## src/rtl/mem_port_arbiter.sv

```systemverilog
// ============================================================================
// Module   : mem_port_arbiter
// Purpose  : Shares one single-port synchronous-read memory between the
//            instruction-fetch stage and the MEM-stage load/store port.
//            Data accesses win contested cycles unless fetch has been denied
//            STARVE_MAX cycles in a row. Read data is routed back to whichever
//            requester was granted on the previous cycle.
// Revision : 1.0 - initial release
// ============================================================================
`default_nettype none

module mem_port_arbiter #(
  parameter int AW         = 8,
  parameter int DW         = 8,
  parameter int STARVE_MAX = 4
) (
  input  logic          clk,
  input  logic          rst,
  // instruction fetch port
  input  logic          i_if_req,
  input  logic [AW-1:0] i_if_addr,
  output logic          o_if_gnt,
  output logic          o_if_valid,
  output logic [DW-1:0] o_if_rdata,
  // data (load/store) port
  input  logic          i_mem_rd,
  input  logic          i_mem_wr,
  input  logic [AW-1:0] i_mem_addr,
  input  logic [DW-1:0] i_mem_wdata,
  output logic          o_mem_gnt,
  output logic          o_mem_valid,
  output logic [DW-1:0] o_mem_rdata,
  // pipeline freeze requests
  output logic          o_stall_if,
  output logic          o_stall_mem,
  // memory side
  output logic          o_ram_en,
  output logic          o_ram_we,
  output logic [AW-1:0] o_ram_addr,
  output logic [DW-1:0] o_ram_wdata,
  input  logic [DW-1:0] i_ram_rdata,
  // sticky protocol error
  output logic          o_err
);

  // Response owner encoding: who receives ram_rdata on the current cycle.
  localparam logic [1:0] c_OWN_NONE = 2'd0;
  localparam logic [1:0] c_OWN_IF   = 2'd1;
  localparam logic [1:0] c_OWN_MEM  = 2'd2;

  localparam logic [3:0] c_STARVE_MAX = 4'(STARVE_MAX);
  localparam logic [3:0] c_CNT_SAT    = 4'hF;

  logic [3:0] r_starve_cnt;
  logic [1:0] r_owner;
  logic [1:0] w_owner_nxt;
  logic       r_err;

  logic       w_mem_req;
  logic       w_fetch_wins;
  logic       w_if_gnt;
  logic       w_mem_gnt;

  assign w_mem_req    = i_mem_rd | i_mem_wr;
  assign w_fetch_wins = (r_starve_cnt >= c_STARVE_MAX);

  // Grant decision: data has priority unless fetch has starved long enough.
  always_comb begin
    w_if_gnt  = 1'b0;
    w_mem_gnt = 1'b0;
    if (!rst) begin
      if (i_if_req && !w_mem_req) begin
        w_if_gnt = 1'b1;
      end else if (w_mem_req && !i_if_req) begin
        w_mem_gnt = 1'b1;
      end else if (w_mem_req && i_if_req) begin
        if (w_fetch_wins) begin
          w_if_gnt = 1'b1;
        end else begin
          w_mem_gnt = 1'b1;
        end
      end
    end
  end

  assign o_if_gnt    = w_if_gnt;
  assign o_mem_gnt   = w_mem_gnt;
  assign o_stall_if  = i_if_req  & ~w_if_gnt;
  assign o_stall_mem = w_mem_req & ~w_mem_gnt;

  // Memory drive: a simultaneous rd+wr is executed as a store.
  always_comb begin
    o_ram_en    = w_if_gnt | w_mem_gnt;
    o_ram_we    = w_mem_gnt & i_mem_wr;
    o_ram_addr  = w_if_gnt ? i_if_addr : i_mem_addr;
    o_ram_wdata = i_mem_wdata;
  end

  // Count consecutive denied fetch cycles, saturating; any grant or idle
  // cycle on the fetch side restarts the count.
  always_ff @(posedge clk) begin
    if (rst) begin
      r_starve_cnt <= 4'd0;
    end else if (i_if_req && !w_if_gnt) begin
      if (r_starve_cnt != c_CNT_SAT) begin
        r_starve_cnt <= r_starve_cnt + 4'd1;
      end
    end else begin
      r_starve_cnt <= 4'd0;
    end
  end

  // Response owner register; reset drops any read still in flight.
  always_ff @(posedge clk) begin
    if (rst) begin
      r_owner <= c_OWN_NONE;
    end else begin
      r_owner <= w_owner_nxt;
    end
  end

  // Next owner: reads produce a response next cycle, stores do not.
  always_comb begin
    w_owner_nxt = c_OWN_NONE;
    if (w_if_gnt) begin
      w_owner_nxt = c_OWN_IF;
    end else if (w_mem_gnt && !i_mem_wr) begin
      w_owner_nxt = c_OWN_MEM;
    end
  end

  // Route synchronous read data to its owner; the other port sees zero.
  always_comb begin
    o_if_valid  = 1'b0;
    o_mem_valid = 1'b0;
    o_if_rdata  = '0;
    o_mem_rdata = '0;
    case (r_owner)
      c_OWN_IF: begin
        o_if_valid = 1'b1;
        o_if_rdata = i_ram_rdata;
      end
      c_OWN_MEM: begin
        o_mem_valid = 1'b1;
        o_mem_rdata = i_ram_rdata;
      end
      default: begin
        o_if_valid  = 1'b0;
        o_mem_valid = 1'b0;
      end
    endcase
  end

  // Sticky error flag for an illegal simultaneous load+store request.
  always_ff @(posedge clk) begin
    if (rst) begin
      r_err <= 1'b0;
    end else if (i_mem_rd && i_mem_wr) begin
      r_err <= 1'b1;
    end
  end

  assign o_err = r_err;

endmodule

`default_nettype wire
```

## config.mk

```make
export PLATFORM = sky130hd
export DESIGN_NAME = mem_port_arbiter
export DESIGN_NICKNAME = d
export VERILOG_FILES = /design/src/rtl/mem_port_arbiter.sv
export SDC_FILE = /design/constraint.sdc
export NUM_CORES = 1
export LEC_CHECK = 0
export CORE_AREA = 2 2 55 57
export DETAILED_ROUTE_END_ITERATION = 7
export DIE_AREA = 0 0 57 59
export PLACE_DENSITY = 0.73
export SYNTH_ARGS = -nofsm -noshare
export SYNTH_HDL_FRONTEND = slang
export SYNTH_SLANG_ARGS = --single-unit
```

## constraint.sdc

```tcl
create_clock -name clk -period 1.3 [get_ports clk]
set_input_delay 0.13 -clock clk [delete_from_list [all_inputs] [get_ports clk]]
set_output_delay 0.13 -clock clk [all_outputs]
set_load 0.005 [all_outputs]
```

# Word-level counts from Yosys, hierarchy flattened
# Cells that the tools add are included.
dict set report word_totals {
  ff_bits 7
  input_bits 37
  output_inout_bits 41
  word_cells 46
}
dict set report op_classes {
  add_sub_neg 1
  magnitude_cmp 1
  n_eq_ne 3
  muxes 17
  bitwise 8
  reduce_logical 12
}
# op count
set ops {}
lappend ops {{8-bit two-way mux} 3}
lappend ops {{1-bit two-way mux} 13}
lappend ops {{1-bit logical AND} 6}
lappend ops {{4-bit by 1-bit adder with 4-bit output, second input constant} 1}
lappend ops {{4-bit by 3-bit greater-or-equal comparator with 1-bit output, second input constant} 1}
lappend ops {{1-bit zero test} 4}
lappend ops {{4-bit != test, second input constant} 1}
lappend ops {{2-bit OR reduction} 2}
lappend ops {{1-bit AND} 3}
lappend ops {{1-bit NOT} 3}
lappend ops {{2-bit by 1-bit == test with 1-bit output, second input constant} 1}
lappend ops {{2-bit == test, second input constant} 1}
lappend ops {{2-bit two-way mux} 1}
lappend ops {{1-bit OR} 2}

# Depth between registers and ports, before layout
dict set report logic_depth {
  depth_word 10
  depth_mapped 5
  ltp_nobuf 3
}

# Worst setup path after synthesis
# No wires, ideal clock.
dict set report synth_timing {
  path_type {register to output}
  start {register r_starve_cnt[3]}
  end {output o_ram_addr[0]}
  arrival_ns 1.220
  required_ns 1.170
  path_slack_ns -0.050
  stages_incl_launch_ff 6
  n_path_buf 2
  cell_sequence {dfxtp_1 or2_0 buf_2 o21ba_1 buf_6 mux2_4}
}
dict set report synth_via {
  elab_chain_len 7
}
# item line
set synth_rtl {}
lappend synth_rtl {{from (decl)} 54} ;# logic [3:0] r_starve_cnt;
lappend synth_rtl {{from (signal assigned)} 106} ;# r_starve_cnt <= r_starve_cnt + 4'd1;
lappend synth_rtl {{4-bit by 3-bit greater-or-equal comparator with 1-bit output} 65} ;# assign w_fetch_wins = (r_starve_cnt >= c_STARVE_MAX);
lappend synth_rtl {{1-bit two-way mux} 77} ;# if (w_fetch_wins) begin
lappend synth_rtl {{1-bit two-way mux} 76} ;# end else if (w_mem_req && i_if_req) begin
lappend synth_rtl {{1-bit two-way mux} 74} ;# end else if (w_mem_req && !i_if_req) begin
lappend synth_rtl {{1-bit two-way mux} 72} ;# if (i_if_req && !w_mem_req) begin
lappend synth_rtl {{1-bit two-way mux} 71} ;# if (!rst) begin
lappend synth_rtl {{via o_if_gnt} 22} ;# output logic o_if_gnt,
lappend synth_rtl {{8-bit two-way mux} 95} ;# o_ram_addr = w_if_gnt ? i_if_addr : i_mem_addr;
lappend synth_rtl {{to (decl)} 39} ;# output logic [AW-1:0] o_ram_addr,
# The timed path passes the listed nets, and every way through them passes these cells.

# Worst setup path after layout
dict set report layout_timing {
  start {register r_starve_cnt[2]}
  end {output o_ram_addr[2]}
}
dict set report layout_via {
  elab_chain_len 7
}
# item line
set layout_rtl {}
lappend layout_rtl {{4-bit by 3-bit greater-or-equal comparator with 1-bit output} 65}
lappend layout_rtl {{1-bit two-way mux} 77}
lappend layout_rtl {{1-bit two-way mux} 76}
lappend layout_rtl {{1-bit two-way mux} 74}
lappend layout_rtl {{1-bit two-way mux} 72}
lappend layout_rtl {{1-bit two-way mux} 71}
lappend layout_rtl {{8-bit two-way mux} 95}
# Every way passes these cells.

==> reports/summary.json <==
{
  "run_status": {"value": "finished, violations left"},
  "failed_checks": {"value": "negative setup slack"},
  "static_leakage": {"value": 0.0006474, "unit": "uW"},
  "avgRoutedWirePerCell": {"value": 14.19, "unit": "um"},
  "postSynthNetCount": {"value": 105},
  "comb_power_share": {"value": 44.5, "unit": "%"},
  "ys_top_cells_by_area": {"value": "sky130_fd_sc_hd__dfxtp_1 (24%), sky130_fd_sc_hd__mux2_4 (20%), sky130_fd_sc_hd__and2_1 (20%)"},
  "cts_buffers": {"value": 3},
  "synth-edff-count": {"value": 0},
  "grt_setup_unrepaired": {"value": "true"},
  "synthDistinctLibCells": {"value": 20},
  "yosysMostFrequentCell": {"value": "sky130_fd_sc_hd__and2_1"},
  "clock_latency_late_sink": {"value": 0.26, "unit": "ns"},
  "worstPathRequired": {"value": 1.17, "unit": "ns"},
  "pin_count": {"value": 78},
  "coreArea": {"value": 2710, "unit": "um^2"},
  "max_clock_freq": {"value": 0.6213, "unit": "GHz"},
  "postSynthRegisterBits": {"value": 7},
  "antenna_violating_nets_post_route": {"value": 0},
  "critical_path_class": {"value": "reg2out"},
  "mapped_area": {"value": 586.8, "unit": "um^2"},
  "dieHeight": {"value": 59, "unit": "um"},
  "post_route_cells_drive_above_1_share": {"value": 55.88, "unit": "%"},
  "power.density_cell_area": {"value": 584.2, "unit": "nW/um^2"},
  "floorplan.die.width": {"value": 57, "unit": "um"},
  "vias": {"value": 745},
  "nets": {"value": 175},
  "detailedRoute.firstIterationViolations": {"value": 11},
  "syn2layout_area_growth": {"value": 129.0, "unit": "%"},
  "grt_overflow_total": {"value": 0},
  "insertedDiodeCount": {"value": 0},
  "floorplan.initialDensity": {"value": 21.65, "unit": "%"},
  "synth_commonest_cells": {"value": "sky130_fd_sc_hd__and2_1 (19), sky130_fd_sc_hd__buf_4 (8), sky130_fd_sc_hd__mux2_4 (8)"},
  "count_of_warnings_emitted_by_yosys": {"value": 0},
  "setup_ws": {"value": -0.3097, "unit": "ns"},
  "r2r_cells": {"value": 5},
  "ctsRootBufferMaster": {"value": "sky130_fd_sc_hd__clkbuf_4"},
  "dp_cells": {"value": 157},
  "internal_power": {"value": 579.5, "unit": "uW"},
  "netSwitchingFraction": {"value": 26.18, "unit": "%"},
  "synth-async-reset-ratio": {"value": 0, "unit": "%"},
  "seq_area_frac_synth": {"value": 23.88, "unit": "%"},
  "rows": {"value": 19},
  "n_fill_cell": {"value": 266},
  "path_max_fanout": {"value": 5},
  "gp_congestion": {"value": 0.7926},
  "wire_length_of_the_first_global_routing_pass": {"value": 3243, "unit": "um"},
  "grt_max_degree": {"value": 10},
  "clkSinkCount": {"value": 7},
  "number_of_input_and_output_port_buffers_inserted": {"value": 61},
  "ir_drop": {"value": 0.3637, "unit": "mV"},
  "drt_drc_violations_left": {"value": 0},
  "fin_crit": {"value": 1.610, "unit": "ns"},
  "hold_viol": {"value": 0},
  "hpwlAfterDp": {"value": 1826, "unit": "um"},
  "clk_network_pwr_share": {"value": 26.3, "unit": "%"},
  "fin_skew": {"value": 0.006809, "unit": "ns"},
  "max_cap_violations": {"value": 0},
  "synthesis.area_per_instance": {"value": 8.758, "unit": "um^2"},
  "fin_tns_setup": {"value": -3.759, "unit": "ns"},
  "post_drt_via_cell_ratio": {"value": 4.461},
  "final-max-slew-violation-count": {"value": 0},
  "final_cell_count_no_fill": {"value": 167},
  "synthDominantAreaCellType": {"value": "sky130_fd_sc_hd__dfxtp_1"},
  "antenna_found_initial": {"value": 0},
  "pwr-share-seq": {"value": 29.2, "unit": "%"},
  "final.period_utilization": {"value": 123.8, "unit": "%"},
  "crit_arrival": {"value": 1.48, "unit": "ns"},
  "startpoint_type": {"value": "flip-flop"},
  "clock_tree.htree_level_count": {"value": 1},
  "postSynthCellCount": {"value": 67},
  "number_of_global_route_vias_before_repair": {"value": 752},
  "cts_tree": {"value": "yes"},
  "clock_tree.buffer_depth": {"value": 2},
  "end_kind": {"value": "output pin"},
  "drt_wl_total": {"value": 2369, "unit": "um"},
  "report.final.setup_viol": {"value": 18},
  "min_delay_path_depth": {"value": 0},
  "die_area": {"value": 3363, "unit": "um^2"},
  "grt.total_usage": {"value": 12.93, "unit": "%"},
  "total_switching_power": {"value": 205.5, "unit": "uW"},
  "number_of_iterations_in_the_first_detailed_routing_pass": {"value": 4},
  "yosysTopAreaCellShare": {"value": 23.88, "unit": "%"},
  "clkSlewWorstSetupHoldPaths": {"value": 0.05, "unit": "ns"},
  "synth_top_flop_cell": {"value": "sky130_fd_sc_hd__dfxtp_1"},
  "type_of_the_most_critical_hold_path": {"value": "in2out"}
}
critical path: stages, from the launching register on:
cell,delay (ns)
sky130_fd_sc_hd__dfxtp_1,0.30
sky130_fd_sc_hd__or2_4,0.26
sky130_fd_sc_hd__o21ba_4,0.24
sky130_fd_sc_hd__mux2_4,0.31
sky130_fd_sc_hd__buf_6,0.12
what timing repair did:
action | 4_1_cts | 5_1_grt
gates cloned | 1 | 2
resized for setup | 108 | 47
setup buffers | 0 | 4
pin swaps | 6 | 7
hold buffers | 0 | 0
setup endpoints to repair | 32 | 31
cell usage in the layout (no fill, tap or decap):
cell type	synthesis	routed
sky130_fd_sc_hd__buf_4	8	9
sky130_fd_sc_hd__nor4_1	1	1
sky130_fd_sc_hd__nor2b_4	0	2
sky130_fd_sc_hd__clkbuf_1	2	1
sky130_fd_sc_hd__ha_1	1	1
sky130_fd_sc_hd__or2_4	0	1
sky130_fd_sc_hd__conb_1	1	1
sky130_fd_sc_hd__clkbuf_2	0	10
sky130_fd_sc_hd__clkdlybuf4s15_1	0	1
sky130_fd_sc_hd__buf_6	1	18
sky130_fd_sc_hd__dlygate4sd2_1	0	5
sky130_fd_sc_hd__o21ba_4	0	2
sky130_fd_sc_hd__mux2_4	8	8
sky130_fd_sc_hd__inv_1	1	1
sky130_fd_sc_hd__and2_1	19	12
sky130_fd_sc_hd__a21o_2	1	1
sky130_fd_sc_hd__a21oi_1	3	2
sky130_fd_sc_hd__dfxtp_2	0	2
sky130_fd_sc_hd__clkbuf_4	0	3
sky130_fd_sc_hd__nor3_1	2	1
sky130_fd_sc_hd__a21oi_4	0	1
sky130_fd_sc_hd__nand2b_4	0	1
sky130_fd_sc_hd__and2_4	0	7
sky130_fd_sc_hd__dfxtp_1	7	5
sky130_fd_sc_hd__o21ba_2	1	1
sky130_fd_sc_hd__nor2_1	5	3
sky130_fd_sc_hd__clkdlybuf4s50_1	0	26
sky130_fd_sc_hd__buf_2	1	5
sky130_fd_sc_hd__nor2_4	0	1
sky130_fd_sc_hd__nor3_2	0	1
sky130_fd_sc_hd__clkdlybuf4s15_2	0	2
sky130_fd_sc_hd__nor2_2	0	1
path summary, 6_finish.rpt:
| check | start | to | slack [ns] |
|---|---|---|---|
| hold / removal | i_mem_wdata[1] | o_ram_wdata[1] | 0.26 |
| hold reg to reg | r_starve_cnt[0]$_SDFFE_PP0P_ | r_starve_cnt[0]$_SDFFE_PP0P_ | 0.47 |
| setup / recovery | r_starve_cnt[2]$_SDFFE_PP0P_ | o_ram_addr[2] | -0.31 |
| setup reg to reg | r_starve_cnt[2]$_SDFFE_PP0P_ | r_owner[1]$_SDFF_PP0_ | 0.09 |
power by group through the flow:
stage / clock network [uW] / registers, uW / logic [uW]
3_5_place_dp: 0 / 231 / 319
5_1_grt: 220 / 230 / 372
4_1_cts: 209 / 227 / 317
2_1_floorplan: 0 / 230 / 113
6_report: 207 / 229 / 349
3_3_place_gp: 0 / 231 / 313
area by class of cell:
class / count / area [um^2] / share of cell area, %
clock buffer: 4 / 26.28 / 1.955
sequential: 7 / 142.6 / 10.61
timing repair buffer: 76 / 681.9 / 50.74
multi-input combinational: 48 / 450.4 / 33.52
inverter: 1 / 3.754 / 0.2793
tap: 31 / 38.79 / 2.886
sequential cells by signal (all words and copies together), names as in the netlist:
register	flops
o_err	1
r_starve_cnt	4
r_owner	2
stage by stage:
stage	setup WS [ns]	instance area, um^2	util [%]	total power (uW)	hold WS (ns)
6_report	-0.3097	1344	49.58	785.1	0.2600
2_1_floorplan	-0.05012	586.8	-	343.7	0.2024
3_5_place_dp	-0.7280	1240	45.75	550.6	0.2600
3_3_place_gp	-0.6730	1240	45.75	543.4	0.2600
4_1_cts	-0.3385	1281	47.28	753.2	0.2600
5_1_grt	-0.3444	1344	49.58	822.3	0.2600
routing by layer:
metal	global-route usage (%)	vias to the layer above	part of all wire, %
met4	8.306	0	2.7
met3	6.114	9	15
met2	26.77	68	54
met5	0	-	0
li1	-	345	-
met1	8.800	323	29
cell families (layout without fill, tap and decap cells):
group,count (synthesis),in the layout,share of synthesized area [%]
adder cells (fa/ha/maj),1,1,2.132
AND/OR/NAND/NOR,31,31,30.49
multiplexers,8,8,20.47
other,1,1,0.6390
flip-flops,7,7,23.88
buffers and inverters,13,81,14.92
AO/OA/AOI/OAI,6,7,7.462
(Power assumes the default switching activity.)
